File: src/rtl/vend_pkg.sv
// rtl/vend_pkg.sv - shared states, defaults and pricing helper for the vending controller
package vend_pkg;

    localparam int unsigned DEF_NUM_ITEMS   = 20;
    localparam int unsigned DEF_MAX_STOCK   = 10;
    localparam int unsigned DEF_COST_W      = 3;
    localparam int unsigned DEF_COST_STEP   = 4;
    localparam int unsigned DEF_TIMEOUT_CYC = 5;

    typedef enum logic [2:0] {
        S_IDLE,
        S_GET_CODE,
        S_CHECK,
        S_TRANSACT,
        S_VENDING
    } vend_state_e;

    // Price bands of `step` items each, clamped to the largest COST value.
    function automatic int unsigned vend_cost(input int unsigned idx,
                                              input int unsigned step,
                                              input int unsigned cost_w);
        int unsigned c;
        int unsigned c_max;
        c     = idx / step + 1;
        c_max = (1 << cost_w) - 1;
        return (c > c_max) ? c_max : c;
    endfunction

endpackage

File: src/rtl/vend_inventory.sv
// rtl/vend_inventory.sv - per-item stock counters with reload, guarded decrement and combinational read
module vend_inventory #(
    parameter int unsigned NUM_ITEMS = 20,
    parameter int unsigned MAX_STOCK = 10,
    parameter int unsigned STOCK_W   = 4,
    parameter int unsigned IDX_W     = 7
) (
    input  logic               clk,
    input  logic               rst,
    input  logic               reload,
    input  logic               dec,
    input  logic [IDX_W-1:0]   dec_idx,
    input  logic [IDX_W-1:0]   rd_idx,
    output logic [STOCK_W-1:0] rd_data
);

    logic [STOCK_W-1:0] stock_q [NUM_ITEMS];
    logic [STOCK_W-1:0] stock_d [NUM_ITEMS];

    always_comb begin
        for (int i = 0; i < NUM_ITEMS; i++) begin
            stock_d[i] = stock_q[i];
            if (reload) begin
                stock_d[i] = STOCK_W'(MAX_STOCK);
            end else if (dec && dec_idx == IDX_W'(i) && stock_q[i] != '0) begin
                stock_d[i] = stock_q[i] - STOCK_W'(1);
            end
        end
    end

    // Out-of-range codes read as empty so the caller sees them as unsellable.
    always_comb begin
        rd_data = '0;
        for (int i = 0; i < NUM_ITEMS; i++) begin
            if (rd_idx == IDX_W'(i)) begin
                rd_data = stock_q[i];
            end
        end
    end

    always_ff @(posedge clk or posedge rst) begin
        if (rst) begin
            for (int i = 0; i < NUM_ITEMS; i++) begin
                stock_q[i] <= '0;
            end
        end else begin
            stock_q <= stock_d;
        end
    end

endmodule

File: src/rtl/vending_machine_multi.sv
// rtl/vending_machine_multi.sv - card/keypad/door vending FSM; VEND_SALES_CNT_EN adds SALES_TOTAL
module vending_machine_multi
    import vend_pkg::*;
#(
    parameter int unsigned NUM_ITEMS   = DEF_NUM_ITEMS,
    parameter int unsigned MAX_STOCK   = DEF_MAX_STOCK,
    parameter int unsigned COST_W      = DEF_COST_W,
    parameter int unsigned COST_STEP   = DEF_COST_STEP,
    parameter int unsigned TIMEOUT_CYC = DEF_TIMEOUT_CYC
) (
    input  logic              CLK,
    input  logic              RESET,
    input  logic              RELOAD,
    input  logic              CARD_IN,
    input  logic [3:0]        ITEM_CODE,
    input  logic              KEY_PRESS,
    input  logic              VALID_TRAN,
    input  logic              DOOR_OPEN,
    output logic              VEND,
    output logic              INVALID_SEL,
    output logic [COST_W-1:0] COST,
    output logic              FAILED_TRAN
`ifdef VEND_SALES_CNT_EN
    ,
    output logic [15:0]       SALES_TOTAL
`endif
);

    localparam int unsigned TIMER_W = $clog2(TIMEOUT_CYC + 1);
    localparam int unsigned STOCK_W = $clog2(MAX_STOCK + 1);

    vend_state_e         state_q, state_d;
    logic [TIMER_W-1:0]  timer_q, timer_d;
    logic [3:0]          tens_q, tens_d, units_q, units_d;
    logic                have_tens_q, have_tens_d;
    logic                opened_q, opened_d;
    logic                vend_q, vend_d, invalid_q, invalid_d, failed_q, failed_d;
    logic [COST_W-1:0]   cost_q, cost_d;
`ifdef VEND_SALES_CNT_EN
    logic [15:0]         sales_q, sales_d;
    logic [16:0]         sales_sum;
`endif

    logic [6:0]          idx;
    logic [STOCK_W-1:0]  stock_rd;
    logic                timeout;
    logic                accept;

    assign idx     = 7'(tens_q) * 7'd10 + 7'(units_q);
    assign timeout = (timer_q == TIMER_W'(TIMEOUT_CYC));
    assign accept  = (state_q == S_TRANSACT) && CARD_IN && VALID_TRAN;

    vend_inventory #(
        .NUM_ITEMS (NUM_ITEMS),
        .MAX_STOCK (MAX_STOCK),
        .STOCK_W   (STOCK_W),
        .IDX_W     (7)
    ) u_inv (
        .clk     (CLK),
        .rst     (RESET),
        .reload  ((state_q == S_IDLE) && RELOAD),
        .dec     (accept),
        .dec_idx (idx),
        .rd_idx  (idx),
        .rd_data (stock_rd)
    );

    always_comb begin
        state_d     = state_q;
        timer_d     = timeout ? timer_q : timer_q + TIMER_W'(1);
        tens_d      = tens_q;
        units_d     = units_q;
        have_tens_d = have_tens_q;
        opened_d    = opened_q;
        vend_d      = vend_q;
        invalid_d   = invalid_q;
        failed_d    = failed_q;
        cost_d      = cost_q;
`ifdef VEND_SALES_CNT_EN
        sales_sum   = {1'b0, sales_q} + 17'(cost_q);
        sales_d     = sales_q;
`endif
        case (state_q)
            S_IDLE: begin
                if (!RELOAD && CARD_IN) begin
                    state_d     = S_GET_CODE;
                    have_tens_d = 1'b0;
                    opened_d    = 1'b0;
                end else if (!RELOAD) begin
                    vend_d    = 1'b0;
                    invalid_d = 1'b0;
                    failed_d  = 1'b0;
                    cost_d    = '0;
                end
            end
            S_GET_CODE: begin
                if (!CARD_IN) begin
                    state_d = S_IDLE;
                end else if (KEY_PRESS) begin
                    timer_d = '0;
                    if (!have_tens_q) begin
                        tens_d      = ITEM_CODE;
                        have_tens_d = 1'b1;
                    end else begin
                        units_d = ITEM_CODE;
                        state_d = S_CHECK;
                    end
                end else if (timeout) begin
                    state_d = S_IDLE;
                end
            end
            S_CHECK: begin
                if (!CARD_IN) begin
                    state_d = S_IDLE;
                end else if (tens_q > 4'd9 || units_q > 4'd9 ||
                             idx >= 7'(NUM_ITEMS) || stock_rd == '0) begin
                    invalid_d = 1'b1;
                    state_d   = S_IDLE;
                end else begin
                    cost_d  = COST_W'(vend_cost(32'(idx), COST_STEP, COST_W));
                    state_d = S_TRANSACT;
                end
            end
            S_TRANSACT: begin
                if (!CARD_IN) begin
                    state_d = S_IDLE;
                end else if (VALID_TRAN) begin
                    vend_d  = 1'b1;
                    state_d = S_VENDING;
`ifdef VEND_SALES_CNT_EN
                    sales_d = sales_sum[16] ? 16'hFFFF : sales_sum[15:0];
`endif
                end else if (timeout) begin
                    failed_d = 1'b1;
                    state_d  = S_IDLE;
                end
            end
            S_VENDING: begin
                // Card state is irrelevant here: the item is already committed.
                if (opened_q) begin
                    if (!DOOR_OPEN) state_d = S_IDLE;
                end else if (DOOR_OPEN) begin
                    opened_d = 1'b1;
                end else if (timeout) begin
                    state_d = S_IDLE;
                end
            end
            default: state_d = S_IDLE;
        endcase
        if (state_d != state_q) timer_d = '0;
    end

    always_ff @(posedge CLK or posedge RESET) begin
        if (RESET) begin
            state_q     <= S_IDLE;
            timer_q     <= '0;
            tens_q      <= '0;
            units_q     <= '0;
            have_tens_q <= 1'b0;
            opened_q    <= 1'b0;
            vend_q      <= 1'b0;
            invalid_q   <= 1'b0;
            failed_q    <= 1'b0;
            cost_q      <= '0;
`ifdef VEND_SALES_CNT_EN
            sales_q     <= '0;
`endif
        end else begin
            state_q     <= state_d;
            timer_q     <= timer_d;
            tens_q      <= tens_d;
            units_q     <= units_d;
            have_tens_q <= have_tens_d;
            opened_q    <= opened_d;
            vend_q      <= vend_d;
            invalid_q   <= invalid_d;
            failed_q    <= failed_d;
            cost_q      <= cost_d;
`ifdef VEND_SALES_CNT_EN
            sales_q     <= sales_d;
`endif
        end
    end

    assign VEND        = vend_q;
    assign INVALID_SEL = invalid_q;
    assign FAILED_TRAN = failed_q;
    assign COST        = cost_q;
`ifdef VEND_SALES_CNT_EN
    assign SALES_TOTAL = sales_q;
`endif

endmodule
File: config.mk
export PLATFORM = sky130hd
export DESIGN_NAME = vending_machine_multi
export DESIGN_NICKNAME = d
export VERILOG_FILES = /design/src/rtl/vend_pkg.sv /design/src/rtl/vend_inventory.sv /design/src/rtl/vending_machine_multi.sv
export SDC_FILE = /design/constraint.sdc
export NUM_CORES = 1
export LEC_CHECK = 0
export BUFFER_PORTS_ARGS = -buffer_cell sky130_fd_sc_hd__buf_2
export CAP_MARGIN = 20
export CORE_ASPECT_RATIO = 0.9
export CORE_MARGIN = 2
export CORE_UTILIZATION = 45
export DETAILED_ROUTE_END_ITERATION = 10
export PLACE_DENSITY = 0.69
export SLEW_MARGIN = 20
export SYNTH_ARGS = -nofsm -noshare
export SYNTH_HDL_FRONTEND = slang
export SYNTH_SLANG_ARGS = --single-unit
File: constraint.sdc
create_clock -name CLK -period 9.4 [get_ports CLK]
set_clock_uncertainty 0.2 [all_clocks]
set_input_delay 0.94 -clock CLK [delete_from_list [all_inputs] [get_ports CLK]]
set_output_delay 0.94 -clock CLK [all_outputs]
set_load 0.005 [all_outputs]
==> impl_metrics.env <==
export IMPL_status="finished clean"
export IMPL_post_cts_buffers=0
export IMPL_cp_max_fo=13
export IMPL_clkLatencyLatePin_ns=0.35
export IMPL_synth_main_ff_cell="dfrtp_1"
export IMPL_synthCells=692
export IMPL_finalSetupViolations=0
export IMPL_coreArea_um2=13900
export IMPL_rsz0062_at_grt="no"
export IMPL_netlist_area_um2=6359
export IMPL_cts_buffers=9
export IMPL_die_width_um=129.3
export IMPL_cp_arrival_ns=4.33
export IMPL_synth_edf_count=0
export IMPL_p_int_uw=1066
export IMPL_area_growth_pct=8.638
export IMPL_clkPwrFrac=0.205
export IMPL_syn_nets=737
export IMPL_synth_cell_types=71
export IMPL_cts_htree_levels=3
export IMPL_relSlewSlack=0.4743
export IMPL_crit_path_frequent_cell="ha_1"
export IMPL_synth_mux_area_frac=0.05116
export IMPL_antenna_found_initial=0
export IMPL_seq_area_frac_synth=0.4014
export IMPL_endpoint="timer_q[2]"
export IMPL_end_kind="flop"
export IMPL_cts_root_buf="clkbuf_16"
export IMPL_start_util=0.4574
export IMPL_peakVddDrop_mv=0.1719
export IMPL_firstDrtPassIters=6
export IMPL_cp_cell_sequence="ha_1, ha_1, xor2_1, ha_1, or3b_1, a211o_1, a221oi_1, o211a_1, a221oi_2, o22a_1, a221o_1, nor3_2"
export IMPL_slew_violations=0
export IMPL_seqPwrFrac=0.265
export IMPL_synth_compound_area_share=0.1511
export IMPL_timing_final_crit_share=0.4534
export IMPL_required_ns=9.47
export IMPL_ctsLongestPathBuffers=2
export IMPL_routedWlPerCell_um=16.42
export IMPL_power_frac_comb=0.530
export IMPL_num_rows=41
export IMPL_cts_hold_buf=0
export IMPL_synth_async_reset_ratio=1.000
export IMPL_p_per_area_nw_per_um2=275.4
export IMPL_clock_sinks=102
export IMPL_final_util=0.4969
export IMPL_grt_first_pass_wirelength_um=24140
export IMPL_start_kind="flop"
export IMPL_synth_top_family_by_area="simple AND/OR/NAND/NOR gates"
export IMPL_swShare=0.4396
export IMPL_diodes=0
export IMPL_drc=0
export IMPL_grt_pass1_vias=4726
export IMPL_slowest_delay_ns=0.43
export IMPL_drive_gt1_frac=0.09091
export IMPL_crit_slowest_cell="dfrtp_1"
export IMPL_die_h_um=116.8
export IMPL_clk_pin_slew_ns=0.07
export IMPL_port_buffers=16
export IMPL_hold_class="flop to flop"
export IMPL_critPathKind="flop to flop"
export IMPL_grt_total_usage=0.2015
export IMPL_r2r_start="tens_q[2]"
export IMPL_ys_seq_elements=102
export IMPL_yosys_area_share_simple=0.1791
export IMPL_rrSetupSlack_ns=5.14
export IMPL_ff2ff_path_depth=12
export IMPL_wirelength_um=14730
export IMPL_worst_pin_slew_ns=0.7886
export IMPL_grt_max_degree=83
export IMPL_cts_tree="yes"
export IMPL_overflow=0
export IMPL_final_antenna_net_count=0
export IMPL_timing_fmax_mhz=234.6
export IMPL_vias_per_cell=5.627
export IMPL_hold_viol=0
export IMPL_yosysWarningCount=0
export IMPL_gp_congestion=0.8508
export IMPL_period_needed_ns=4.262
export IMPL_worstSetupStartpoint="tens_q[2]"
export IMPL_fin_nets=744
export IMPL_power_leakage_uw=0.002970
export IMPL_first_iter_violations=372
export IMPL_drv_cap=0
export IMPL_hpwl_um=10150
export IMPL_switchingPower_uw=836.2
export IMPL_timing_rr_end="timer_q[2]"
export IMPL_io_pins=17
export IMPL_synth_xor_area_share=0.08796
export IMPL_die_area_um2=15100
export IMPL_postCtsResizedCells=0
export IMPL_tns_ns=0
export IMPL_synthAdderAreaFrac=0.06926
export IMPL_synthesis_area_per_instance_um2=9.189
export IMPL_num_vias=5047
[cell type report]
| class | count | area [um2] |
|---|---|---|
| Timing Repair Buffer | 21 | 121.4 |
| Fill cell | 1264 | 6994 |
| Sequential cell | 102 | 2552 |
| Inverter | 66 | 250.2 |
| Tap cell | 193 | 241.5 |
| Clock buffer | 12 | 256.5 |
| Multi-Input combinational cell | 499 | 3431 |
| Clock inverter | 4 | 55.05 |
[cells in the mapped netlist (3+ instances only)]
master	instances	share of area
nor2_1	93	0.055
o211ai_1	21	0.025
nor2b_1	3	0.0030
buf_2	8	0.0063
dfrtp_1	102	0.40
mux4_2	4	0.014
nor4b_1	3	0.0041
a21o_1	6	0.0071
ha_1	32	0.063
nand2b_1	6	0.0059
mux2_2	12	0.021
o22a_1	3	0.0041
nand3b_1	3	0.0035
mux2i_1	10	0.016
nor3_1	10	0.0079
buf_6	4	0.0071
o22ai_1	3	0.0030
a211oi_1	6	0.0071
a211o_1	17	0.023
nand3_1	8	0.0063
inv_1	66	0.039
o21ai_0	19	0.015
nand2_1	81	0.048
a31oi_1	3	0.0030
xor2_1	8	0.011
nor4_1	17	0.017
a21oi_1	12	0.0094
and3_1	5	0.0049
nor3b_1	4	0.0047
a221oi_1	3	0.0041
clkbuf_1	13	0.0077
a311oi_1	3	0.0041
xnor2_1	54	0.074
[through the flow]
step	setup WS, ns	instance area [um2]	total power [uW]	hold WS [ns]	instances
6_report	5.138	6908	1902	0.2861	897
5_1_grt	4.816	6908	2026	0.3104	897
4_1_cts	5.188	6904	1888	0.2921	897
3_5_place_dp	5.219	6593	1488	0.2766	881
3_3_place_gp	5.352	6593	1465	0.2629	881
2_1_floorplan	5.585	6359	1309	0.2633	692
[worst max-delay path, delay by kind of cell (launching register included)]
| kind | cells | cell delay, ns |
|---|---|---|
| flip-flops | 1 | 0.43 |
| XOR/XNOR | 1 | 0.25 |
| AO/OA/AOI/OAI | 6 | 1.60 |
| adder cells (fa/ha/maj) | 3 | 1.09 |
| AND/OR/NAND/NOR | 2 | 0.61 |
[state kept, by name (all words and copies together) (netlist names)]
register / count
VEND: 1
units_q: 4
opened_q: 1
COST: 3
have_tens_q: 1
FAILED_TRAN: 1
u_inv.stock_q: 80
tens_q: 4
timer_q: 3
INVALID_SEL: 1
state_q: 3
[per-layer routing]
layer,up-vias,part of all wire,track usage
met2,114,0.47,0.3200
met1,2513,0.48,0.2952
li1,2405,-,-
met5,-,0,0
met3,15,0.044,0.02955
met4,0,0.0093,0.04275
[worst min-delay path by stage]
stage               endpoint     start  slack, ns  cells past startpoint
finish               COST[2]   COST[2]       0.29                      1
global route         COST[2]   COST[2]       0.31                      1
CTS                  COST[2]   COST[2]       0.29                      1
detailed placement   COST[2]   COST[2]       0.28                      1
global placement     COST[0]   COST[0]       0.26                      1
floorplan           opened_q  opened_q       0.26                      2
[power by group through the flow]
stage / logic, uW / clock network (uW) / registers, uW
CTS: 987 / 397 / 504
detailed placement: 975 / 0 / 512
global route: 1100 / 416 / 509
floorplan: 812 / 0 / 498
finish: 1010 / 389 / 505
global placement: 956 / 0 / 509
[kinds of logic (layout without fill, tap and decap cells)]
family	Yosys count	after routing
DFF	102	102
AOI/OAI and AO/OA	127	127
and+or+nand+nor	249	249
xor gates and xnor gates	63	63
adders and majority gates	34	34
buffers and inverters	91	103
muxes	26	26
[placed cells by master, fill, tap and decap left out, types with 6 or more instances in the layout]
cell and n:
nor4_1 17, a21o_1 6, mux2_2 12, ha_1 32, xor2_1 8, dfrtp_1 102, a21oi_1 12, o21ai_0 19
nor3_1 10, clkbuf_16 9, nand2b_1 6, inv_1 65, o211ai_1 21, buf_2 16, a211oi_1 6, xnor2_1 54
nand2_1 81, a211o_1 17, mux2i_1 10, nor2_1 93, nand3_1 8
Power figures use the tool's default switching activity.
